<file path="src/rtl/pocket_player_binder.sv">
// Frame-synchronous controller-to-player binder.
// Once per video frame, takes a snapshot of the four controller inputs. It
// arbitrates "press START to join" requests into NUM_PLAYERS slots and then
// publishes stable per-player controller state. The core therefore sees
// inputs change only at frame boundaries.
//
// Ports:
//   clk_74a, reset_n          clock, async active-low reset
//   frame_strobe_i            one-cycle frame start pulse
//   unbind_all_i              one-cycle request to free every slot
//   cont_key/joy/trig_i       raw per-controller words (4 controllers)
//   player_key/joy/trig_o     per-slot published controller words
//   player_bound_o/src_o      slot occupancy and bound controller index
//   join_pulse_o              one-cycle pulse when a join was committed
//   overrun_o                 sticky: strobe arrived mid-sequence
module pocket_player_binder #(
  parameter int unsigned NUM_PLAYERS = 4,
  parameter int unsigned DROP_FRAMES = 60
) (
  input  logic                         clk_74a,
  input  logic                         reset_n,
  input  logic                         frame_strobe_i,
  input  logic                         unbind_all_i,
  input  logic [3:0][31:0]             cont_key_i,
  input  logic [3:0][31:0]             cont_joy_i,
  input  logic [3:0][15:0]             cont_trig_i,
  output logic [NUM_PLAYERS-1:0][31:0] player_key_o,
  output logic [NUM_PLAYERS-1:0][31:0] player_joy_o,
  output logic [NUM_PLAYERS-1:0][15:0] player_trig_o,
  output logic [NUM_PLAYERS-1:0]       player_bound_o,
  output logic [NUM_PLAYERS-1:0][1:0]  player_src_o,
  output logic                         join_pulse_o,
  output logic                         overrun_o
);

  localparam logic [31:0] JoyCentre = 32'h8080_8080;
  localparam logic [7:0]  DropLimit = 8'(DROP_FRAMES);
  localparam logic [3:0]  TypeNone  = 4'd0;
  localparam int unsigned StartBit  = 15;

  typedef enum logic [2:0] {
    StIdle, StCapture, StArb0, StArb1, StArb2, StArb3, StPublish
  } state_e;

  state_e                         state_q, state_d;
  logic [3:0][31:0]               snap_key_q, snap_key_d, snap_joy_q, snap_joy_d;
  logic [3:0][15:0]               snap_trig_q, snap_trig_d;
  logic [3:0]                     present_q, present_d, req_q, req_d;
  logic [3:0]                     prev_start_q, prev_start_d;
  // Committed binding (drives the outputs) and the working copy used by arbitration.
  logic [NUM_PLAYERS-1:0]         bound_q, bound_d, bound_t_q, bound_t_d;
  logic [NUM_PLAYERS-1:0][1:0]    src_q, src_d, src_t_q, src_t_d;
  logic [NUM_PLAYERS-1:0][7:0]    cnt_q, cnt_d;
  logic [NUM_PLAYERS-1:0][31:0]   key_q, key_d, joy_q, joy_d;
  logic [NUM_PLAYERS-1:0][15:0]   trig_q, trig_d;
  logic                           grant_any_q, grant_any_d;
  logic [1:0]                     last_grant_q, last_grant_d, rr_q, rr_d;
  logic                           clr_pend_q, clr_pend_d;
  logic                           join_q, join_d, overrun_q, overrun_d;

  logic [1:0] arb_n, arb_c;
  logic       pres, taken, done, bnd;
  logic [1:0] src;
  logic [7:0] cnt;

  always_comb begin
    arb_n = 2'd0;
    unique case (state_q)
      StArb1:  arb_n = 2'd1;
      StArb2:  arb_n = 2'd2;
      StArb3:  arb_n = 2'd3;
      default: arb_n = 2'd0;
    endcase
    arb_c = rr_q + arb_n;
  end

  always_comb begin
    state_d      = state_q;
    snap_key_d   = snap_key_q;
    snap_joy_d   = snap_joy_q;
    snap_trig_d  = snap_trig_q;
    present_d    = present_q;
    req_d        = req_q;
    prev_start_d = prev_start_q;
    bound_d      = bound_q;
    src_d        = src_q;
    bound_t_d    = bound_t_q;
    src_t_d      = src_t_q;
    cnt_d        = cnt_q;
    key_d        = key_q;
    joy_d        = joy_q;
    trig_d       = trig_q;
    grant_any_d  = grant_any_q;
    last_grant_d = last_grant_q;
    rr_d         = rr_q;
    clr_pend_d   = clr_pend_q;
    join_d       = 1'b0;
    overrun_d    = overrun_q;
    pres         = 1'b0;
    taken        = 1'b0;
    done         = 1'b0;
    bnd          = 1'b0;
    src          = 2'd0;
    cnt          = 8'd0;

    if (frame_strobe_i && state_q != StIdle) overrun_d = 1'b1;

    unique case (state_q)
      StIdle: if (frame_strobe_i) state_d = StCapture;
      StCapture: begin
        snap_key_d  = cont_key_i;
        snap_joy_d  = cont_joy_i;
        snap_trig_d = cont_trig_i;
        for (int c = 0; c < 4; c++) begin
          pres  = cont_key_i[c][31:28] != TypeNone;
          taken = 1'b0;
          for (int s = 0; s < NUM_PLAYERS; s++) begin
            if (bound_q[s] && src_q[s] == 2'(c)) taken = 1'b1;
          end
          present_d[c]    = pres;
          req_d[c]        = pres & cont_key_i[c][StartBit] & ~prev_start_q[c] & ~taken;
          prev_start_d[c] = pres & cont_key_i[c][StartBit];
        end
        bound_t_d    = bound_q;
        src_t_d      = src_q;
        grant_any_d  = 1'b0;
        last_grant_d = 2'd0;
        state_d      = StArb0;
      end
      StArb0, StArb1, StArb2, StArb3: begin
        // Lowest free slot wins; with no free slot the request is simply lost.
        done = 1'b0;
        for (int s = 0; s < NUM_PLAYERS; s++) begin
          if (req_q[arb_c] && !bound_t_q[s] && !done) begin
            bound_t_d[s] = 1'b1;
            src_t_d[s]   = arb_c;
            grant_any_d  = 1'b1;
            last_grant_d = arb_c;
            done         = 1'b1;
          end
        end
        unique case (state_q)
          StArb0:  state_d = StArb1;
          StArb1:  state_d = StArb2;
          StArb2:  state_d = StArb3;
          default: state_d = StPublish;
        endcase
      end
      StPublish: begin
        for (int s = 0; s < NUM_PLAYERS; s++) begin
          bnd = bound_t_q[s];
          src = src_t_q[s];
          cnt = cnt_q[s];
          if (bnd && !present_q[src]) begin
            if (cnt != 8'hFF) cnt = cnt + 8'd1;
            if (cnt >= DropLimit) begin
              bnd = 1'b0;
              cnt = 8'd0;
            end
          end else begin
            cnt = 8'd0;
          end
          // Counters advance even when a pending clear frees the slot.
          if (clr_pend_q) bnd = 1'b0;
          cnt_d[s]   = cnt;
          bound_d[s] = bnd;
          src_d[s]   = bnd ? src : 2'd0;
          key_d[s]   = bnd ? snap_key_q[src] : 32'd0;
          joy_d[s]   = bnd ? snap_joy_q[src] : JoyCentre;
          trig_d[s]  = bnd ? snap_trig_q[src] : 16'd0;
        end
        if (grant_any_q && !clr_pend_q) begin
          join_d = 1'b1;
          rr_d   = last_grant_q + 2'd1;
        end
        clr_pend_d = 1'b0;
        state_d    = StIdle;
      end
      default: state_d = StIdle;
    endcase

    // After the case so a request landing in PUBLISH carries into the next frame.
    if (unbind_all_i) clr_pend_d = 1'b1;
  end

  always_ff @(posedge clk_74a or negedge reset_n) begin
    if (!reset_n) begin
      state_q      <= StIdle;
      snap_key_q   <= '0;
      snap_joy_q   <= '0;
      snap_trig_q  <= '0;
      present_q    <= '0;
      req_q        <= '0;
      prev_start_q <= '0;
      bound_q      <= '0;
      src_q        <= '0;
      bound_t_q    <= '0;
      src_t_q      <= '0;
      cnt_q        <= '0;
      key_q        <= '0;
      joy_q        <= {NUM_PLAYERS{JoyCentre}};
      trig_q       <= '0;
      grant_any_q  <= 1'b0;
      last_grant_q <= 2'd0;
      rr_q         <= 2'd0;
      clr_pend_q   <= 1'b0;
      join_q       <= 1'b0;
      overrun_q    <= 1'b0;
    end else begin
      state_q      <= state_d;
      snap_key_q   <= snap_key_d;
      snap_joy_q   <= snap_joy_d;
      snap_trig_q  <= snap_trig_d;
      present_q    <= present_d;
      req_q        <= req_d;
      prev_start_q <= prev_start_d;
      bound_q      <= bound_d;
      src_q        <= src_d;
      bound_t_q    <= bound_t_d;
      src_t_q      <= src_t_d;
      cnt_q        <= cnt_d;
      key_q        <= key_d;
      joy_q        <= joy_d;
      trig_q       <= trig_d;
      grant_any_q  <= grant_any_d;
      last_grant_q <= last_grant_d;
      rr_q         <= rr_d;
      clr_pend_q   <= clr_pend_d;
      join_q       <= join_d;
      overrun_q    <= overrun_d;
    end
  end

  assign player_key_o   = key_q;
  assign player_joy_o   = joy_q;
  assign player_trig_o  = trig_q;
  assign player_bound_o = bound_q;
  assign player_src_o   = src_q;
  assign join_pulse_o   = join_q;
  assign overrun_o      = overrun_q;

endmodule
</file>
<file path="config.mk">
export PLATFORM = sky130hd
export DESIGN_NAME = pocket_player_binder
export DESIGN_NICKNAME = d
export VERILOG_FILES = /design/src/rtl/pocket_player_binder.sv
export SDC_FILE = /design/constraint.sdc
export NUM_CORES = 1
export LEC_CHECK = 0
export ABC_CLOCK_PERIOD_IN_PS = 6350
export CAP_MARGIN = 0
export CELL_PAD_IN_SITES_DETAIL_PLACEMENT = 1
export CELL_PAD_IN_SITES_GLOBAL_PLACEMENT = 2
export CORE_ASPECT_RATIO = 1.2
export CORE_MARGIN = 2
export CORE_UTILIZATION = 38
export CTS_CLUSTER_SIZE = 12
export DETAILED_ROUTE_END_ITERATION = 7
export GPL_TIMING_DRIVEN = 0
export PLACE_DENSITY = 0.9
export SETUP_SLACK_MARGIN = 0.05
export SLEW_MARGIN = 20
export SYNTH_ARGS = -nofsm -noshare
export SYNTH_HDL_FRONTEND = slang
export SYNTH_SLANG_ARGS = --single-unit
export TNS_END_PERCENT = 1
</file>
<file path="constraint.sdc">
create_clock -name clk_74a -period 6.35 [get_ports clk_74a]
set_clock_uncertainty 0.1 [all_clocks]
set_input_delay 0.9525 -clock clk_74a [delete_from_list [all_inputs] [get_ports clk_74a]]
set_output_delay 0.9525 -clock clk_74a [all_outputs]
set_load 0.02 [all_outputs]
</file>
==> summary by stage, run 1 <==
Status
The run finished with clean final reports.

Synth
The share of the Yosys chip area taken by registers is 0.517. In the synthesized netlist, the number of instances is 2909. Of the post-synthesis cell area, the dominant cell type holds 0.505.

For this run, asynchronously set or reset flops after synthesis account for 1.00. The biggest area consumer among synthesized cells is sky130_fd_sc_hd__dfrtp_1. The mean instance size in the synthesized netlist is ~12 um^2. The net count of the mapped netlist is 3238. The count of distinct cell types in the synthesized netlist is 63. The synthesized cell area is about 0.035 mm^2.

The leading register cell type out of synthesis is sky130_fd_sc_hd__dfrtp_1. During synthesis, Yosys emitted a total of 0 warnings. Counting flops and latches in the post-synthesis netlist gives 719. By area the synthesized netlist is led by sky130_fd_sc_hd__dfrtp_1, sky130_fd_sc_hd__mux4_2, sky130_fd_sc_hd__nand2_1. The synthesized design contains 0 enable-type register cells.

Timing
In the finished design, the share of the clock period the worst path needs comes to 0.553. Summed over all failing endpoints, the final setup total negative slack is 0 ns. The worst slew margin relative to its limit is 0.255. The slew at the pin closest to its max-slew limit is 1.12 ns. The highest clock frequency the design can meet is 285 MHz. Subtracting the final worst setup slack from the clock period gives 3.51 ns. Setup repair after global routing left no endpoint under its margin.

The hold violation count in the final report is 0. The count of pins over their slew limit came to 0. The count of final setup violators is 0.

Global routing
Entering global routing, the biggest net connects between 90 and 100 pins. The global-route met2 utilization is 0.535. For this run, global-route usage on met1 was measured as 0.379. The routing layer with the top usage in global route is met2.

The first-pass GRT wire length is 214000 um. The total global routing track utilization is 0.316. The number of global-route vias before repair came to 30800.

In the global route stage, met3 resource usage came out at 0.0721. The initial antenna violation count is 20. The overflow left after global routing is 0.

Route
The detailed router finished its first iteration with 2190 violations. In the routed design, unresolved DRC markers number 0. The detailed router placed 28900 vias in this run. The number of optimization iterations in the first detailed-route pass is 5.

The mean number of vias per cell is between 5 and 6. The routed length per placed instance is 30.6 um. The number of nets with antenna violations after routing is 0. The final routed wirelength across all metal layers is 150000 um.

Final layout
The share of layout cells above drive strength 1 is 0.149. The signed area change from the synthesized netlist to the final layout is 31.5%. The post-layout net count is 3987. After filler insertion, the fill cell instance count of the layout stands at 9511.

Setup path
STA classifies the critical path startpoint as a flip-flop. The critical path is of the flip-flop to flip-flop type. Data arrives at the worst endpoint at 3.94 ns. The kind of end point of the critical path is a flip-flop.

The largest fanout on the critical path is 8. For the worst setup path, the data required time is 6.78 ns.

Clock network
The number of buffers added for setup after CTS is 0. The clock tree root driver cell is sky130_fd_sc_hd__clkbuf_16. In this run the deepest clock path goes through 3 buffers. The maximum level of the CTS H-tree is 3. The clock latency at the later pin of the worst-skew pair is approximately 0.66 ns. Clock-pin slew was measured on the worst setup and hold paths at 0.06 ns.

TritonCTS created a little over 80 clock buffers. Once the clock tree was built, the resizer swapped 0 gates to a different size. The number of sinks driven by the clock tree is 719. The clock tree from TritonCTS is yes. For this design, the CTS-stage hold fixing added 0 buffers.

Die
The total area inside the core boundary comes to 0.0908 mm^2. Measured along the x axis, the die boundary spans approximately 280 um. The standard-cell row count is 121. The die covers 0.0942 mm^2.

The initial cell density of the core is 0.384. In this run the count of I/O pins placed on the die edge is 658. The die outline height is about 340 um.

Placement
At the end of routability-driven placement, the weighted congestion stood at just over 0.9. Once detailed placement completed, the half-perimeter wirelength came to about 110000 um. Buffers placed on the I/O ports in this run total 657.

Flow run
The number of max-capacitance violations reported is 0.

Power
In this run the power density over the cells is 468 mW/mm^2. The peak ir drop on the vdd network is roughly 200 uV. Total power for the finished layout comes to 21.4 mW. The analysis attributes to cell leakage a power of slightly above 20 nW.

Worst hold path
The min-delay analysis places its worst path in the category primary input to asynchronous set/reset pin.
==> per-layer routing <==
| layer | part of all wire | vias up | wire length, um |
|---|---|---|---|
| li1 | - | 12000 | - |
| met1 | 0.37 | 15000 | 55800 |
| met2 | 0.49 | 1457 | 74000 |
| met3 | 0.077 | 382 | 11500 |
| met4 | 0.055 | 32 | 8170 |
| met5 | 0.0013 | - | 201 |
==> final cells by class <==
type / instances / area (um^2) / share of cell area
Timing Repair Buffer: 666 / 6830 / 0.149
Tap cell: 1168 / 1460 / 0.0319
Multi-Input combinational cell: 1936 / 15700 / 0.343
Antenna cell: 2 / 5.00 / 0.000109
Sequential cell: 719 / 18000 / 0.393
Clock inverter: 28 / 323 / 0.00704
Inverter: 25 / 93.8 / 0.00205
Clock buffer: 115 / 2350 / 0.0512
Buffer: 229 / 1040 / 0.0226
==> worst paths after layout <==
check	from	end	slack, ns	cells after the start
worst max-delay path	state_q[1]	src_t_q[6]	2.84	12
worst min-delay path	reset_n	player_key_o[72]	0.06	1
worst max register to register	state_q[1]	src_t_q[6]	2.84	12
worst min register to register	overrun_o	overrun_o	0.38	1
max in group asynchronous	reset_n	player_trig_o[29]	4.07	5
min in group clk_74a	overrun_o	overrun_o	0.38	1
==> per-stage QoR <==
stage               cell area (um^2)  setup WS (ns)   util  instances  hold slack [ns]
floorplan                      34900           3.26      -       2909            0.339
global placement               42900         -29.07  0.472       4734            0.352
detailed placement             43100           2.91  0.475       4743            0.360
CTS                            45800           2.87  0.504       4886           0.0305
global route                   45800           2.66  0.504       4887           0.0461
finish                         45800           2.84  0.504       4888           0.0562
==> sequential cells by signal (all words and copies together) (netlist names), 8 cells and up <==
| register | flops |
|---|---|
| src_t_q | 8 |
| snap_joy_q | 128 |
| player_trig_o | 64 |
| snap_key_q | 128 |
| player_joy_o | 128 |
| cnt_q | 32 |
| player_src_o | 8 |
| snap_trig_q | 64 |
| player_key_o | 128 |
==> synthesized netlist by cell type, drive strengths merged (3+ instances only) <==
cell type and n:
xor2 5, inv 25, dfstp 16, or2 3, nor3b 4, a21o 7, nand3 16, a21oi 25
o21ai 38, o211a 3, nand2b 9, nand3b 5, nor2 35, a311oi 3, ha 5, o31ai 4
a22o 314, nor3 6, and3 6, nand4 5, dfrtp 703, clkbuf 166, xnor2 9, and2 10
mux4 325, nand2 1035, or3 3, nor4 6, a31oi 5, a211oi 4, o22ai 5, buf 63
o32a 4, mux2 14
==> cell usage in the layout (no fill, tap or decap), types with 5 or more instances in the layout <==
| master | netlist | final |
|---|---|---|
| sky130_fd_sc_hd__clkbuf_8 | 0 | 15 |
| sky130_fd_sc_hd__a22o_1 | 314 | 314 |
| sky130_fd_sc_hd__nand3_1 | 16 | 16 |
| sky130_fd_sc_hd__nand2b_1 | 9 | 9 |
| sky130_fd_sc_hd__clkbuf_16 | 0 | 83 |
| sky130_fd_sc_hd__o21ai_0 | 37 | 37 |
| sky130_fd_sc_hd__nand2_1 | 1035 | 1035 |
| sky130_fd_sc_hd__dfstp_2 | 16 | 16 |
| sky130_fd_sc_hd__buf_2 | 28 | 28 |
| sky130_fd_sc_hd__buf_16 | 0 | 9 |
| sky130_fd_sc_hd__buf_6 | 16 | 16 |
| sky130_fd_sc_hd__and2_1 | 10 | 10 |
| sky130_fd_sc_hd__clkinv_2 | 0 | 13 |
| sky130_fd_sc_hd__buf_1 | 16 | 14 |
| sky130_fd_sc_hd__xnor2_1 | 9 | 9 |
| sky130_fd_sc_hd__clkinvlp_4 | 0 | 5 |
| sky130_fd_sc_hd__and3_1 | 6 | 6 |
| sky130_fd_sc_hd__bufinv_16 | 0 | 5 |
| sky130_fd_sc_hd__inv_1 | 25 | 25 |
| sky130_fd_sc_hd__nor3_1 | 6 | 6 |
| sky130_fd_sc_hd__a21o_1 | 7 | 7 |
| sky130_fd_sc_hd__nand4_1 | 5 | 5 |
| sky130_fd_sc_hd__nor2_1 | 34 | 34 |
| sky130_fd_sc_hd__a21oi_1 | 24 | 24 |
| sky130_fd_sc_hd__ha_1 | 5 | 5 |
| sky130_fd_sc_hd__xor2_1 | 5 | 5 |
| sky130_fd_sc_hd__clkbuf_2 | 0 | 8 |
| sky130_fd_sc_hd__clkbuf_1 | 166 | 177 |
| sky130_fd_sc_hd__nand3b_1 | 5 | 5 |
| sky130_fd_sc_hd__o22ai_1 | 5 | 5 |
| sky130_fd_sc_hd__clkdlybuf4s50_1 | 0 | 656 |
| sky130_fd_sc_hd__mux4_2 | 325 | 325 |
| sky130_fd_sc_hd__mux2_2 | 10 | 10 |
| sky130_fd_sc_hd__dfrtp_1 | 703 | 703 |
==> worst max-delay path: stages, from the launching register on <==
cell and delay [ns]:
sky130_fd_sc_hd__dfrtp_1 0.44, sky130_fd_sc_hd__and2b_1 0.26, sky130_fd_sc_hd__or2_2 0.28, sky130_fd_sc_hd__clkbuf_1 0.20, sky130_fd_sc_hd__and2_1 0.22, sky130_fd_sc_hd__ha_1 0.18, sky130_fd_sc_hd__xor2_1 0.15, sky130_fd_sc_hd__xnor2_1 0.19
sky130_fd_sc_hd__mux4_2 0.37, sky130_fd_sc_hd__and2_1 0.18, sky130_fd_sc_hd__buf_4 0.17, sky130_fd_sc_hd__a31oi_2 0.25, sky130_fd_sc_hd__mux2_2 0.37
==> logic make-up after synthesis <==
| kind of cell | Yosys count | synth area share |
|---|---|---|
| compound gates | 426 | 0.101 |
| xor+xnor | 14 | 0.00352 |
| fa+ha+maj | 5 | 0.00180 |
| buf+inv | 254 | 0.0321 |
| flops | 719 | 0.517 |
| mux | 340 | 0.215 |
| simple gates | 1151 | 0.130 |
==> report_power, final <==
| part | internal, mW | total (mW) | switching [mW] |
|---|---|---|---|
| clock | 2.78 | 4.85 | 2.06 |
| sequential | 5.98 | 7.69 | 1.71 |
| combinational | 4.06 | 8.89 | 4.83 |
Note: power is estimated with default switching activity, not from simulation.
==> run 2, diff against run 1 <==
ABC_CLOCK_PERIOD_IN_PS = 3200   (was 6350)
CORE_UTILIZATION = 31   (was 38)
PLACE_DENSITY = 0.79   (was 0.9)
clock period = 3.2 ns   (was 6.35 ns; I/O delays follow)
==> run 2 against run 1 <==
Net effect:
- combinational power grew 100%
- via count is 1.6% lower
- core utilization down 8.8 points
- critical path depth shrank 1
- clock power rose by 98%
- final cell count is 6.8% higher
- cell area up 1.3%
- sequential share of layout area decreased by 0.49 points
- global-route usage fell by 4.7 points
- wire length increased by 3.6%
- die area grew 22%
- worst hold slack better by 0.19 ns
==> summary by stage, run 2 (synthesis gave the netlist of run 1 again) <==
Global routing
The initial antenna violation count is 18 (-10%). The number of global-route vias before repair is 30300 (-1.4%). The maximum number of pins on one net before global-route repair came to 88 (-5.4%). The total global routing track utilization was 0.269 (-0.0475). The first-pass GRT wire length is 221000 um (+3.4%).

The overflow left after global routing is 0 (unchanged).

Worst hold path
The min-delay analysis places its worst path in the category primary input to asynchronous set/reset pin.

Placement
The placer congestion estimate came to 0.876 (-3.8%). The number of cells after detailed placement is 5072 (+6.9%). The number of buffers added on ports is 657 (unchanged). The HPWL after detailed placement was 115000 um (+5.8%). The placed standard-cell area is 0.0436 mm^2 (+1.0%).

Flow run
The number of max-capacitance violations reported is 0 (unchanged).

Die
The die area is 0.115 mm^2 (+22%). The die outline height is 371 um (+11%). The initial cell density of the core came to 0.313 (-0.0706). The total I/O pin count is 658 (unchanged).

The standard-cell row count is 134 (+11%). The core outline area came to 0.111 mm^2 (+23%). The horizontal die dimension came to 310 um (+11%).

Clock network
The maximum level of the CTS H-tree is 3 (unchanged). The clock-pin slew of the registers on the worst-case setup and hold paths was 0.06 ns (about the same). The clock tree from TritonCTS is yes.

The clock latency at the later pin of the worst-skew pair is 0.66 ns (about the same). The tree is rooted in a sky130_fd_sc_hd__clkbuf_16. The number of buffers between clock root and the deepest sink came to 3 (unchanged). The number of sinks driven by the clock tree is 719 (unchanged). The total clock buffers created by CTS is 82 (+1.2%).

Power
The peak ir drop on the vdd network is 422 uV (+110%). The leakage power is 20.3 nW (+0.54%). The total power per unit cell area was 919 mW/mm^2 (+96%).

Route
The number of optimization iterations in the first detailed-route pass was 7 (+2). The via total after detailed routing was 28400 (-1.6%). The remaining design rule violation count was 0 (unchanged). The violation count after the first detailed-routing iteration was 2138 (-2.4%). The mean number of vias per cell is 5.44 (-7.8%). The final routed wirelength across all metal layers came to 155000 um (+3.6%). The routed length per placed instance is 29.7 um (-3.0%). The number of nets with antenna violations after routing is 0 (unchanged).

Timing
The slew at the pin closest to its max-slew limit was 1.11 ns (-0.0119 ns). The count of final setup violators is 0 (unchanged). Setup repair after global routing could not meet its margin everywhere. The highest clock frequency the design can meet was 322 MHz (+13%). The part of the cycle the worst path needs was 0.970 (+0.418). The count of pins over their slew limit came to 0 (unchanged).

The clock period minus final worst setup slack is 3.11 ns (-0.403 ns). The worst slew margin relative to its limit is 0.263 (+0.00792). The hold violation count in the final report is 0 (unchanged).

Final layout
The post-layout instance count excluding filler cells is 5221 (+6.8%). The filler cell count in the final layout is 12000 (+26%). The final cell area excluding filler cells is 0.0464 mm^2 (+1.3%). The library cells used most frequently in the layout, excluding fill and tap cells, are sky130_fd_sc_hd__nand2_1, sky130_fd_sc_hd__dfrtp_1, sky130_fd_sc_hd__clkdlybuf4s50_1. The sequential standard cell area is 0.0180 mm^2 (about the same). Compared with the post-synthesis result, the final layout area differs by 33.2%. The share of layout cells above drive strength 1 is 0.156 (+0.00718). The post-layout net count is 3993 (+0.15%). The most common library cell in the layout ignoring fill and taps is sky130_fd_sc_hd__nand2_1.

The area of combinational cells with multiple inputs is 0.0158 mm^2 (+0.22%). The final standard cell utilization of the core is 0.417 (-0.0876).

Setup path
The maximum cell stage delay along the critical path is 0.45 ns (about the same). The critical path goes through and2b_2 > or2_4 > and2_1 > ha_1 > xor2_1 > xnor2_1 > mux4_2 > and2_4 > buf_6 > a21oi_4 > mux2_2. The kind of critical path is flip-flop to flip-flop.

STA classifies the critical path endpoint as a flip-flop. The kind of launch point of the worst setup path is a flip-flop. The data arrival at the endpoint of the critical path is 3.52 ns (-0.42 ns). The largest fanout on the critical path is 8 (unchanged). The sum of buffers and inverters on the critical path is 1 (-1). Among all stages on the critical path, the largest delay is contributed by sky130_fd_sc_hd__dfrtp_2.

The required time of the worst setup path is 3.61 ns (-3.17 ns). The cell type group with the largest total delay on the critical path is simple AND/OR/NAND/NOR gates.

Status
The flow ran to the end, and the final reports show no timing, DRC or antenna violations.
-- run 2: cell count changes in the layout (fill, tap and decap cells not counted), sizes merged --
cell,change
clkinv,+4
buf,+3
inv,-2
diode,+3
clkinvlp,-3
clkdlybuf4s15,+2
bufinv,+1
clkbuf,-4
dlygate4sd3,+1
-- run 2: power by group --
group / internal (mW) / switching [mW] / total [mW] / leakage, nW
registers: 11.9 / 3.37 / 15.2 / 9.40
clock network: 5.56 / 4.06 / 9.62 / 1.31
logic: 8.17 / 9.62 / 17.8 / 9.56
total: 25.6 / 17.0 / 42.6 / 20.3
-- run 2: worst reg2reg max path, delay by kind of cell, from the launching register on --
kind | cells | cell delay, ns
simple gates | 4 | 0.84
xor+xnor | 2 | 0.35
buf+inv | 1 | 0.14
mux | 2 | 0.74
compound gates | 1 | 0.18
fa+ha+maj | 1 | 0.18
flops | 1 | 0.45
-- run 2: area by class of cell --
class                           instances  area share
Sequential cell                       719       0.388
Tap cell                             1496      0.0403
Inverter                               25     0.00202
Clock inverter                         28     0.00766
Multi-Input combinational cell       1936       0.339
Antenna cell                            5    0.000270
Timing Repair Buffer                  672       0.149
Buffer                                228      0.0235
Clock buffer                          112      0.0499
-- run 2: final timing paths --
check / start / endpoint / slack [ns] / cells after the start
max in group asynchronous: reset_n / player_joy_o[84] / 1.10 / 5
min in group clk_74a: cont_key_i[67] / snap_key_q[67] / 0.25 / 3
min: reset_n / snap_trig_q[23] / 0.25 / 2
min reg2reg: overrun_o / overrun_o / 0.37 / 1
max: state_q[2] / src_t_q[5] / 0.09 / 11
max reg2reg: state_q[2] / src_t_q[5] / 0.09 / 11
-- run 2: what timing repair did --
item	CTS	global route
hold buffers	1	0
pin swaps	0	5
hold endpoints to repair	54	0
resized for setup	14	29
endpoints found under the setup margin	241	155
setup buffers	0	2
-- run 2: metrics by stage --
step / total power, mW / setup WS [ns] / hold WS, ns / setup TNS, ns
finish: 42.6 / 0.0946 / 0.250 / 0
global route: 45.0 / -0.0279 / 0.237 / -0.102
CTS: 42.9 / -0.0275 / 0.212 / -0.0666
detailed placement: 33.1 / -0.313 / 0.348 / -15.77
global placement: 32.5 / -32.63 / 0.356 / -
floorplan: 25.5 / 0.105 / 0.0844 / 0
-- run 2: routing by layer --
metal  share of wire  vias to the layer above  routed length (um)  track usage
met5          0.0010                        -                 161            0
met4           0.047                       26                7330        0.122
met3           0.081                      323               12500       0.0629
li1                -                    12000                   -            -
met1            0.39                    14800               60200        0.335
met2            0.48                     1241               75000        0.443
